## src/rtl/cpm_pkg.sv

```systemverilog
// rtl/cpm_pkg.sv - shared widths, depths and request record for the CPM request queue
package cpm_pkg;

  localparam int REQ_DW   = 4;
  localparam int IDX_AW   = 2;
  localparam int ADR_AW   = 8;
  localparam int DAT_DW   = 16;
  localparam int QUE_DEP  = 4;
  localparam int WAIT_MAX = 15;
  localparam int QUE_AW   = $clog2(QUE_DEP + 1);
  localparam int WAIT_AW  = $clog2(WAIT_MAX + 1);

  typedef struct packed {
    logic [IDX_AW-1:0] idx;
    logic [ADR_AW-1:0] adr;
    logic [DAT_DW-1:0] dat;
  } cpm_req_t;

endpackage

```

## src/rtl/cpm_req_que_if.sv

```systemverilog
// rtl/cpm_req_que_if.sv - requester, arbiter and crossbar side signals of the request queue
interface cpm_req_que_if;
  import cpm_pkg::*;

  logic                     flush;
  logic [REQ_DW-1:0]        IN_VLD;
  logic [REQ_DW-1:0]        IN_RDY;
  logic [REQ_DW*IDX_AW-1:0] IN_IDX;
  logic [REQ_DW*ADR_AW-1:0] IN_ADR;
  logic [REQ_DW*DAT_DW-1:0] IN_DAT;
  logic [REQ_DW-1:0]        REQ_ARB;
  logic [REQ_DW*IDX_AW-1:0] REQ_IDX;
  logic [REQ_DW-1:0]        GNT_ARB;
  logic [REQ_DW*ADR_AW-1:0] HEAD_ADR;
  logic [REQ_DW*DAT_DW-1:0] HEAD_DAT;
  logic [REQ_DW*QUE_AW-1:0] QUE_CNT;
  logic [REQ_DW-1:0]        STALL_FLG;

  modport master (
    output flush, IN_VLD, IN_IDX, IN_ADR, IN_DAT, GNT_ARB,
    input  IN_RDY, REQ_ARB, REQ_IDX, HEAD_ADR, HEAD_DAT, QUE_CNT, STALL_FLG
  );

  modport slave (
    input  flush, IN_VLD, IN_IDX, IN_ADR, IN_DAT, GNT_ARB,
    output IN_RDY, REQ_ARB, REQ_IDX, HEAD_ADR, HEAD_DAT, QUE_CNT, STALL_FLG
  );

endinterface

```

## src/rtl/cpm_req_fifo.sv

```systemverilog
// rtl/cpm_req_fifo.sv - one requester FIFO with combinational head read and head wait counter
module cpm_req_fifo
  import cpm_pkg::*;
(
  input  logic               clk,
  input  logic               rst,
  input  logic               flush_i,
  input  logic               push_vld_i,
  output logic               push_rdy_o,
  input  cpm_req_t           push_req_i,
  input  logic               pop_i,
  output logic               head_vld_o,
  output cpm_req_t           head_req_o,
  output logic [QUE_AW-1:0]  cnt_o,
  output logic               stall_o
);

  localparam int PTR_AW = $clog2(QUE_DEP);

  logic [PTR_AW-1:0]  wr_ptr_q, wr_ptr_d;
  logic [PTR_AW-1:0]  rd_ptr_q, rd_ptr_d;
  logic [QUE_AW-1:0]  cnt_q, cnt_d;
  logic [WAIT_AW-1:0] wait_q, wait_d;
  cpm_req_t           mem_q [QUE_DEP];

  logic full;
  logic push;
  logic pop;

  assign full       = (cnt_q == QUE_AW'(QUE_DEP));
  assign head_vld_o = (cnt_q != '0);
  assign push_rdy_o = ~full & ~flush_i & ~rst;
  assign push       = push_vld_i & push_rdy_o;
  // A grant landing in a flush cycle is dropped together with the entries.
  assign pop        = pop_i & head_vld_o & ~flush_i;

  always_comb begin
    wr_ptr_d = wr_ptr_q;
    rd_ptr_d = rd_ptr_q;
    cnt_d    = cnt_q;
    wait_d   = wait_q;

    if (push) wr_ptr_d = wr_ptr_q + 1'b1;
    if (pop)  rd_ptr_d = rd_ptr_q + 1'b1;

    case ({push, pop})
      2'b10:   cnt_d = cnt_q + 1'b1;
      2'b01:   cnt_d = cnt_q - 1'b1;
      default: cnt_d = cnt_q;
    endcase

    if (pop || !head_vld_o)
      wait_d = '0;
    else if (wait_q != WAIT_AW'(WAIT_MAX))
      wait_d = wait_q + 1'b1;

    if (flush_i) begin
      wr_ptr_d = '0;
      rd_ptr_d = '0;
      cnt_d    = '0;
      wait_d   = '0;
    end
  end

  always_ff @(posedge clk) begin
    if (rst) begin
      wr_ptr_q <= '0;
      rd_ptr_q <= '0;
      cnt_q    <= '0;
      wait_q   <= '0;
    end else begin
      wr_ptr_q <= wr_ptr_d;
      rd_ptr_q <= rd_ptr_d;
      cnt_q    <= cnt_d;
      wait_q   <= wait_d;
    end
  end

  // Storage needs no reset: the head is masked to zero whenever the queue is empty.
  always_ff @(posedge clk) begin
    if (push) mem_q[wr_ptr_q] <= push_req_i;
  end

  assign head_req_o = head_vld_o ? mem_q[rd_ptr_q] : '0;
  assign cnt_o      = cnt_q;
  assign stall_o    = (wait_q == WAIT_AW'(WAIT_MAX));

endmodule

```

## src/rtl/cpm_req_que.sv

```systemverilog
// rtl/cpm_req_que.sv - per-requester request queues feeding the CPM bank arbiter and crossbar
module cpm_req_que
  import cpm_pkg::*;
(
  input  logic         clk,
  input  logic         rst,
  cpm_req_que_if.slave bus
);

  logic [REQ_DW-1:0]        pop;
  logic [REQ_DW-1:0]        in_rdy;
  logic [REQ_DW-1:0]        req_arb;
  logic [REQ_DW-1:0]        stall_flg;
  logic [REQ_DW*IDX_AW-1:0] req_idx;
  logic [REQ_DW*ADR_AW-1:0] head_adr;
  logic [REQ_DW*DAT_DW-1:0] head_dat;
  logic [REQ_DW*QUE_AW-1:0] que_cnt;

  // Grants for empty queues are ignored here rather than trusted from the arbiter.
  assign pop = bus.GNT_ARB & req_arb;

  for (genvar p = 0; p < REQ_DW; p++) begin : g_que
    cpm_req_t in_req;
    cpm_req_t head_req;

    assign in_req = {bus.IN_IDX[p*IDX_AW +: IDX_AW],
                     bus.IN_ADR[p*ADR_AW +: ADR_AW],
                     bus.IN_DAT[p*DAT_DW +: DAT_DW]};

    cpm_req_fifo u_fifo (
      .clk        (clk),
      .rst        (rst),
      .flush_i    (bus.flush),
      .push_vld_i (bus.IN_VLD[p]),
      .push_rdy_o (in_rdy[p]),
      .push_req_i (in_req),
      .pop_i      (pop[p]),
      .head_vld_o (req_arb[p]),
      .head_req_o (head_req),
      .cnt_o      (que_cnt[p*QUE_AW +: QUE_AW]),
      .stall_o    (stall_flg[p])
    );

    assign req_idx[p*IDX_AW +: IDX_AW]  = head_req.idx;
    assign head_adr[p*ADR_AW +: ADR_AW] = head_req.adr;
    assign head_dat[p*DAT_DW +: DAT_DW] = head_req.dat;
  end

  assign bus.IN_RDY    = in_rdy;
  assign bus.REQ_ARB   = req_arb;
  assign bus.REQ_IDX   = req_idx;
  assign bus.HEAD_ADR  = head_adr;
  assign bus.HEAD_DAT  = head_dat;
  assign bus.QUE_CNT   = que_cnt;
  assign bus.STALL_FLG = stall_flg;

endmodule
```

## src/flat_wrapper.sv

```systemverilog
// flat-port wrapper written by rule: the top's interface ports become plain ports
module cpm_req_que_flat import cpm_pkg::*;
  (clk, rst, bus_flush, bus_IN_VLD, bus_IN_IDX, bus_IN_ADR, bus_IN_DAT, bus_GNT_ARB, bus_IN_RDY, bus_REQ_ARB, bus_REQ_IDX, bus_HEAD_ADR, bus_HEAD_DAT, bus_QUE_CNT, bus_STALL_FLG);
  cpm_req_que_if bus_i ();
  input  logic clk;
  input  logic rst;
  input wire logic [$bits(bus_i.flush)-1:0] bus_flush;
  input wire logic [$bits(bus_i.IN_VLD)-1:0] bus_IN_VLD;
  input wire logic [$bits(bus_i.IN_IDX)-1:0] bus_IN_IDX;
  input wire logic [$bits(bus_i.IN_ADR)-1:0] bus_IN_ADR;
  input wire logic [$bits(bus_i.IN_DAT)-1:0] bus_IN_DAT;
  input wire logic [$bits(bus_i.GNT_ARB)-1:0] bus_GNT_ARB;
  output wire logic [$bits(bus_i.IN_RDY)-1:0] bus_IN_RDY;
  output wire logic [$bits(bus_i.REQ_ARB)-1:0] bus_REQ_ARB;
  output wire logic [$bits(bus_i.REQ_IDX)-1:0] bus_REQ_IDX;
  output wire logic [$bits(bus_i.HEAD_ADR)-1:0] bus_HEAD_ADR;
  output wire logic [$bits(bus_i.HEAD_DAT)-1:0] bus_HEAD_DAT;
  output wire logic [$bits(bus_i.QUE_CNT)-1:0] bus_QUE_CNT;
  output wire logic [$bits(bus_i.STALL_FLG)-1:0] bus_STALL_FLG;
  assign bus_i.flush = bus_flush;
  assign bus_i.IN_VLD = bus_IN_VLD;
  assign bus_i.IN_IDX = bus_IN_IDX;
  assign bus_i.IN_ADR = bus_IN_ADR;
  assign bus_i.IN_DAT = bus_IN_DAT;
  assign bus_i.GNT_ARB = bus_GNT_ARB;
  assign bus_IN_RDY = bus_i.IN_RDY;
  assign bus_REQ_ARB = bus_i.REQ_ARB;
  assign bus_REQ_IDX = bus_i.REQ_IDX;
  assign bus_HEAD_ADR = bus_i.HEAD_ADR;
  assign bus_HEAD_DAT = bus_i.HEAD_DAT;
  assign bus_QUE_CNT = bus_i.QUE_CNT;
  assign bus_STALL_FLG = bus_i.STALL_FLG;
  cpm_req_que u_core (.clk(clk), .rst(rst), .bus(bus_i));
endmodule
```

## config.mk

```make
export PLATFORM = sky130hd
export DESIGN_NAME = cpm_req_que_flat
export DESIGN_NICKNAME = d
export VERILOG_FILES = /design/src/rtl/cpm_pkg.sv /design/src/rtl/cpm_req_que_if.sv /design/src/rtl/cpm_req_fifo.sv /design/src/rtl/cpm_req_que.sv /design/src/flat_wrapper.sv
export SDC_FILE = /design/constraint.sdc
export NUM_CORES = 1
export LEC_CHECK = 0
export CAP_MARGIN = 0
export CORE_AREA = 2 2 188 190
export CTS_CLUSTER_DIAMETER = 50
export DETAILED_ROUTE_END_ITERATION = 6
export DIE_AREA = 0 0 190 192
export PLACE_DENSITY = 0.78
export SETUP_SLACK_MARGIN = 0.3
export SLEW_MARGIN = 25
export SYNTH_ARGS = -nofsm -noshare
export SYNTH_HDL_FRONTEND = slang
export SYNTH_SLANG_ARGS = --single-unit
```

## constraint.sdc

```tcl
create_clock -name clk -period 6.1 [get_ports clk]
set_input_delay 0.915 -clock clk [delete_from_list [all_inputs] [get_ports clk]]
set_output_delay 0.915 -clock clk [all_outputs]
set_load 0.005 [all_outputs]
```

==> run summary <==
The flow ran to the end, and the final reports show no timing, DRC or antenna violations. Each instance of the synthesized netlist takes up on average 19.22 µm². In this run the remaining antenna-violating nets after routing total 0. After routing, the total negative slack on setup checks comes to 0 ps. The total overflow left after global routing is 0. The area growth from synthesis to layout is 22.90%. For the effective utilization at floorplan, the log shows 0.5438. The worst setup path category was input pin to output pin. The wire-length estimate of the detail-placed layout is 21,370 µm. After detailed routing, the average wire length per cell comes to 20.25 µm. The share of the cycle needed by the critical path after routing came out at 0.6456. The overall track demand over capacity in global routing was 0.1943; the relative max-transition margin was 0.4079. For this design the total switching power over the nets is 1.270 mW. The share of Yosys cell area claimed by the top area cell type works out to 0.6699. Timing analysis after detailed placement gives a worst setup slack of 2130 ps. Final hold analysis gives a worst-case slack of 492.8 ps. The analysis attributes to cell leakage a power of 7.397 nW. Critical path startpoint category: an input pin.

Average via count per standard cell: 5.414. For the pin with the worst max-slew slack, the measured transition is 888.2 ps. The type of element capturing the critical path is an output pin.

The total nets after synthesis was 1,113. The library cell used most frequently in the layout, excluding fill and tap cells, is sky130_fd_sc_hd__edfxtp_1. The final critical delay including setup and external delays is 3938 ps. After clock tree synthesis, the clock-pin slew on the worst setup and hold paths is 60 ps.

The tree built by TritonCTS fans out to 468 sinks. The number of iterations in the first detailed-routing pass was 4; the number of buffers inserted by port buffering was 242. At the end of the flow, the number of nets in the layout was 1,374.

The via count of the first global-routing pass was 9,793. Most crowded layer after global routing: met2. The sequential fraction of the synthesis area is 0.7258, and the global-route met1 utilization is 0.2521. Routability-driven placement finished with a final weighted congestion of 0.7156.

The share of layout cells above drive strength 1 is 0.1689. The run gives 2 as the H-tree depth reported by CTS. Synthesis produced 970 cells. The switching power as a share of total power was 0.1959.

The number of endpoints with negative hold slack in the final report was 0. TritonCTS built the clock tree. The tools report the part of the total power dissipated in the clock network as 0.419. Clock tree synthesis selected as its root buffer the cell sky130_fd_sc_hd__clkbuf_16. The number of warning messages in the yosys log is 0, and the post-synthesis register bit count is 468. The run gives 18,650 µm² as the post-synthesis cell area.

Post-CTS repair changed the size of 0 cells. After clock tree synthesis, the flow added hold-fix buffers numbering 0. Across the VDD grid, the largest voltage drop is 0.2980 mV. Setup repair after global routing left no endpoint under its margin. The worst hold path belongs to the class flip-flop to flip-flop. The tools report the area enclosed by the die boundary as 36,480 µm². The violation count after the first detailed-routing iteration was 398. Clock tree synthesis inserted a total of 49 buffers. The run gives 33 as the maximum number of pins on one net before global-route repair. The detailed router placed 9,328 vias in this run. The run gives 36 as the number of distinct library cells after synthesis. Setup violations remaining at the end of the flow were counted as 0. Dividing total power by cell area gives a power density of 282.8 nW/µm². The relative contribution of sequential cells to total power is 0.545.

The floorplan step set the die width to 190 µm. For the deepest clock path buffer count, the log shows 3. At the later pin of the worst-skew pair, clock insertion delay measures 550 ps.

The global routing met3 resource utilization was 0.04367. The first global-routing pass estimated 53,880 µm of wire. The post-CTS setup-driven buffer insertion count is 0, and the placeable core region is 34,290 µm². Of all cell types, the one taking the most synthesized area is sky130_fd_sc_hd__edfxtp_1. By area the synthesized netlist is led by sky130_fd_sc_hd__edfxtp_1 (67%), sky130_fd_sc_hd__mux4_2 (11%), sky130_fd_sc_hd__dfxtp_1 (5.6%). The top achievable clock speed is 253.9 MHz, and the floorplan die height is 192 µm.

Worst-path maximum fanout: 10. The internal portion of the total power is 5.212 mW. The worst path required time was 5180 ps; the arrival time of the worst setup path was 3020 ps. In the layout the commonest cells are sky130_fd_sc_hd__edfxtp_1 (416), sky130_fd_sc_hd__clkdlybuf4s50_1 (242), sky130_fd_sc_hd__mux4_2 (91), sky130_fd_sc_hd__nor2b_1 (91), sky130_fd_sc_hd__clkbuf_16 (49). After detailed routing, the number of remaining DRC violations is 0. The sum of routed wire length over all layers was 34,900 µm; the number of antenna violations at the first check in global routing was 1.

Between clock sinks in the finished design, the worst skew comes to 15.13 ps. For the fraction of power consumed by combinational cells, the log shows 0.036. In the post-route analysis, the smallest setup slack over all paths is 2162 ps. Max-cap violations in this run came to 0. The filler cells instantiated in the layout total 2,294. Total count of max-transition violations in the final report: 0. The met2 track utilization from global routing is 0.3345, and the number of I/O pins is 243. After floorplanning, the core was divided into 68 placement rows.
-- per-stage QoR --
step           instances  total power, mW  instance area, µm²    util
2_1_floorplan        970            3.685               18650       -
3_3_place_gp        1635            3.830               21430  0.6251
3_5_place_dp        1635            3.840               21430  0.6251
4_1_cts             1722            6.560               22910  0.6681
5_1_grt             1722            6.696               22910  0.6683
6_report            1723            6.482               22920  0.6684
-- flip-flops by register name, indices dropped and copies added (netlist names), named ones only --
register,count
u_core.g_que.u_fifo.mem_q,416
u_core.g_que.u_fifo.cnt_o,12
u_core.g_que.u_fifo.wait_q,16
u_core.g_que.u_fifo.rd_ptr_q,8
u_core.g_que.u_fifo.wr_ptr_q,8
-- Yosys cell counts, drive strengths merged --
library cell and count:
a211oi 3, a21oi 12, a31oi 4, and2 8, and2b 13, and3 20
buf 41, clkbuf 15, dfxtp 52, edfxtp 416, fa 4, ha 24
inv 28, mux2i 8, mux4 104, nand2 12, nand3 8, nor2 44
nor2b 91, nor3 9, nor3b 5, o21ai 8, o31ai 8, or2 1
or3 12, or3b 4, xor2 16
-- routing by layer --
layer  wire length, µm  vias to the layer above
li1                  -                     4290
met1             14370                     4718
met2             17630                      268
met3              2240                       52
met4               655                        0
met5                 0                        -
-- power by group through the flow --
stage / sequential (mW) / clock [mW] / combinational, mW
after floorplan: 3.60 / 0 / 0.0864
final: 3.54 / 2.71 / 0.233
after global routing: 3.54 / 2.91 / 0.253
after global placement: 3.60 / 0 / 0.228
after detailed placement: 3.60 / 0 / 0.235
after CTS: 3.54 / 2.79 / 0.237
-- path summary, 6_finish.rpt --
check,startpoint,to,slack (ps),cells after the start
worst max-delay path,bus_flush,bus_IN_RDY[1],2160,4
worst min-delay path,u_core.g_que[1].u_fifo.rd_ptr_q[1],u_core.g_que[1].u_fifo.rd_ptr_q[1],490,2
worst max register to register,u_core.g_que[3].u_fifo.cnt_o[2],u_core.g_que[3].u_fifo.cnt_o[2],3660,9
worst min register to register,u_core.g_que[1].u_fifo.rd_ptr_q[1],u_core.g_que[1].u_fifo.rd_ptr_q[1],490,2
-- worst max-delay path, cell delays in order --
cell and delay, ps:
sky130_fd_sc_hd__clkdlybuf4s50_1 640, sky130_fd_sc_hd__nor2_1 640, sky130_fd_sc_hd__and2_1 300, sky130_fd_sc_hd__clkdlybuf4s50_1 520
-- layout make-up --
class / instances / area [µm²] / area share
Inverter: 28 / 105.1 / 0.004586
Timing Repair Buffer: 266 / 2603 / 0.1136
Tap cell: 455 / 569.3 / 0.02484
Antenna cell: 1 / 2.502 / 0.0001092
Multi-Input combinational cell: 418 / 4618 / 0.2015
Clock inverter: 22 / 167.7 / 0.007316
Sequential cell: 468 / 13550 / 0.5911
Clock buffer: 65 / 1306 / 0.05700
-- cells by family after synthesis --
kind of cell             after synthesis  share of synthesized area
flip-flops                           468                     0.7258
AND/OR/NAND/NOR                      227                    0.07394
multiplexers                         112                     0.1325
buffers and inverters                 84                    0.02791
AO/OA/AOI/OAI                         35                    0.01194
adder cells (fa/ha/maj)               28                    0.02040
XOR/XNOR                              16                   0.007515
No activity file was read; power rests on OpenSTA's default activity.
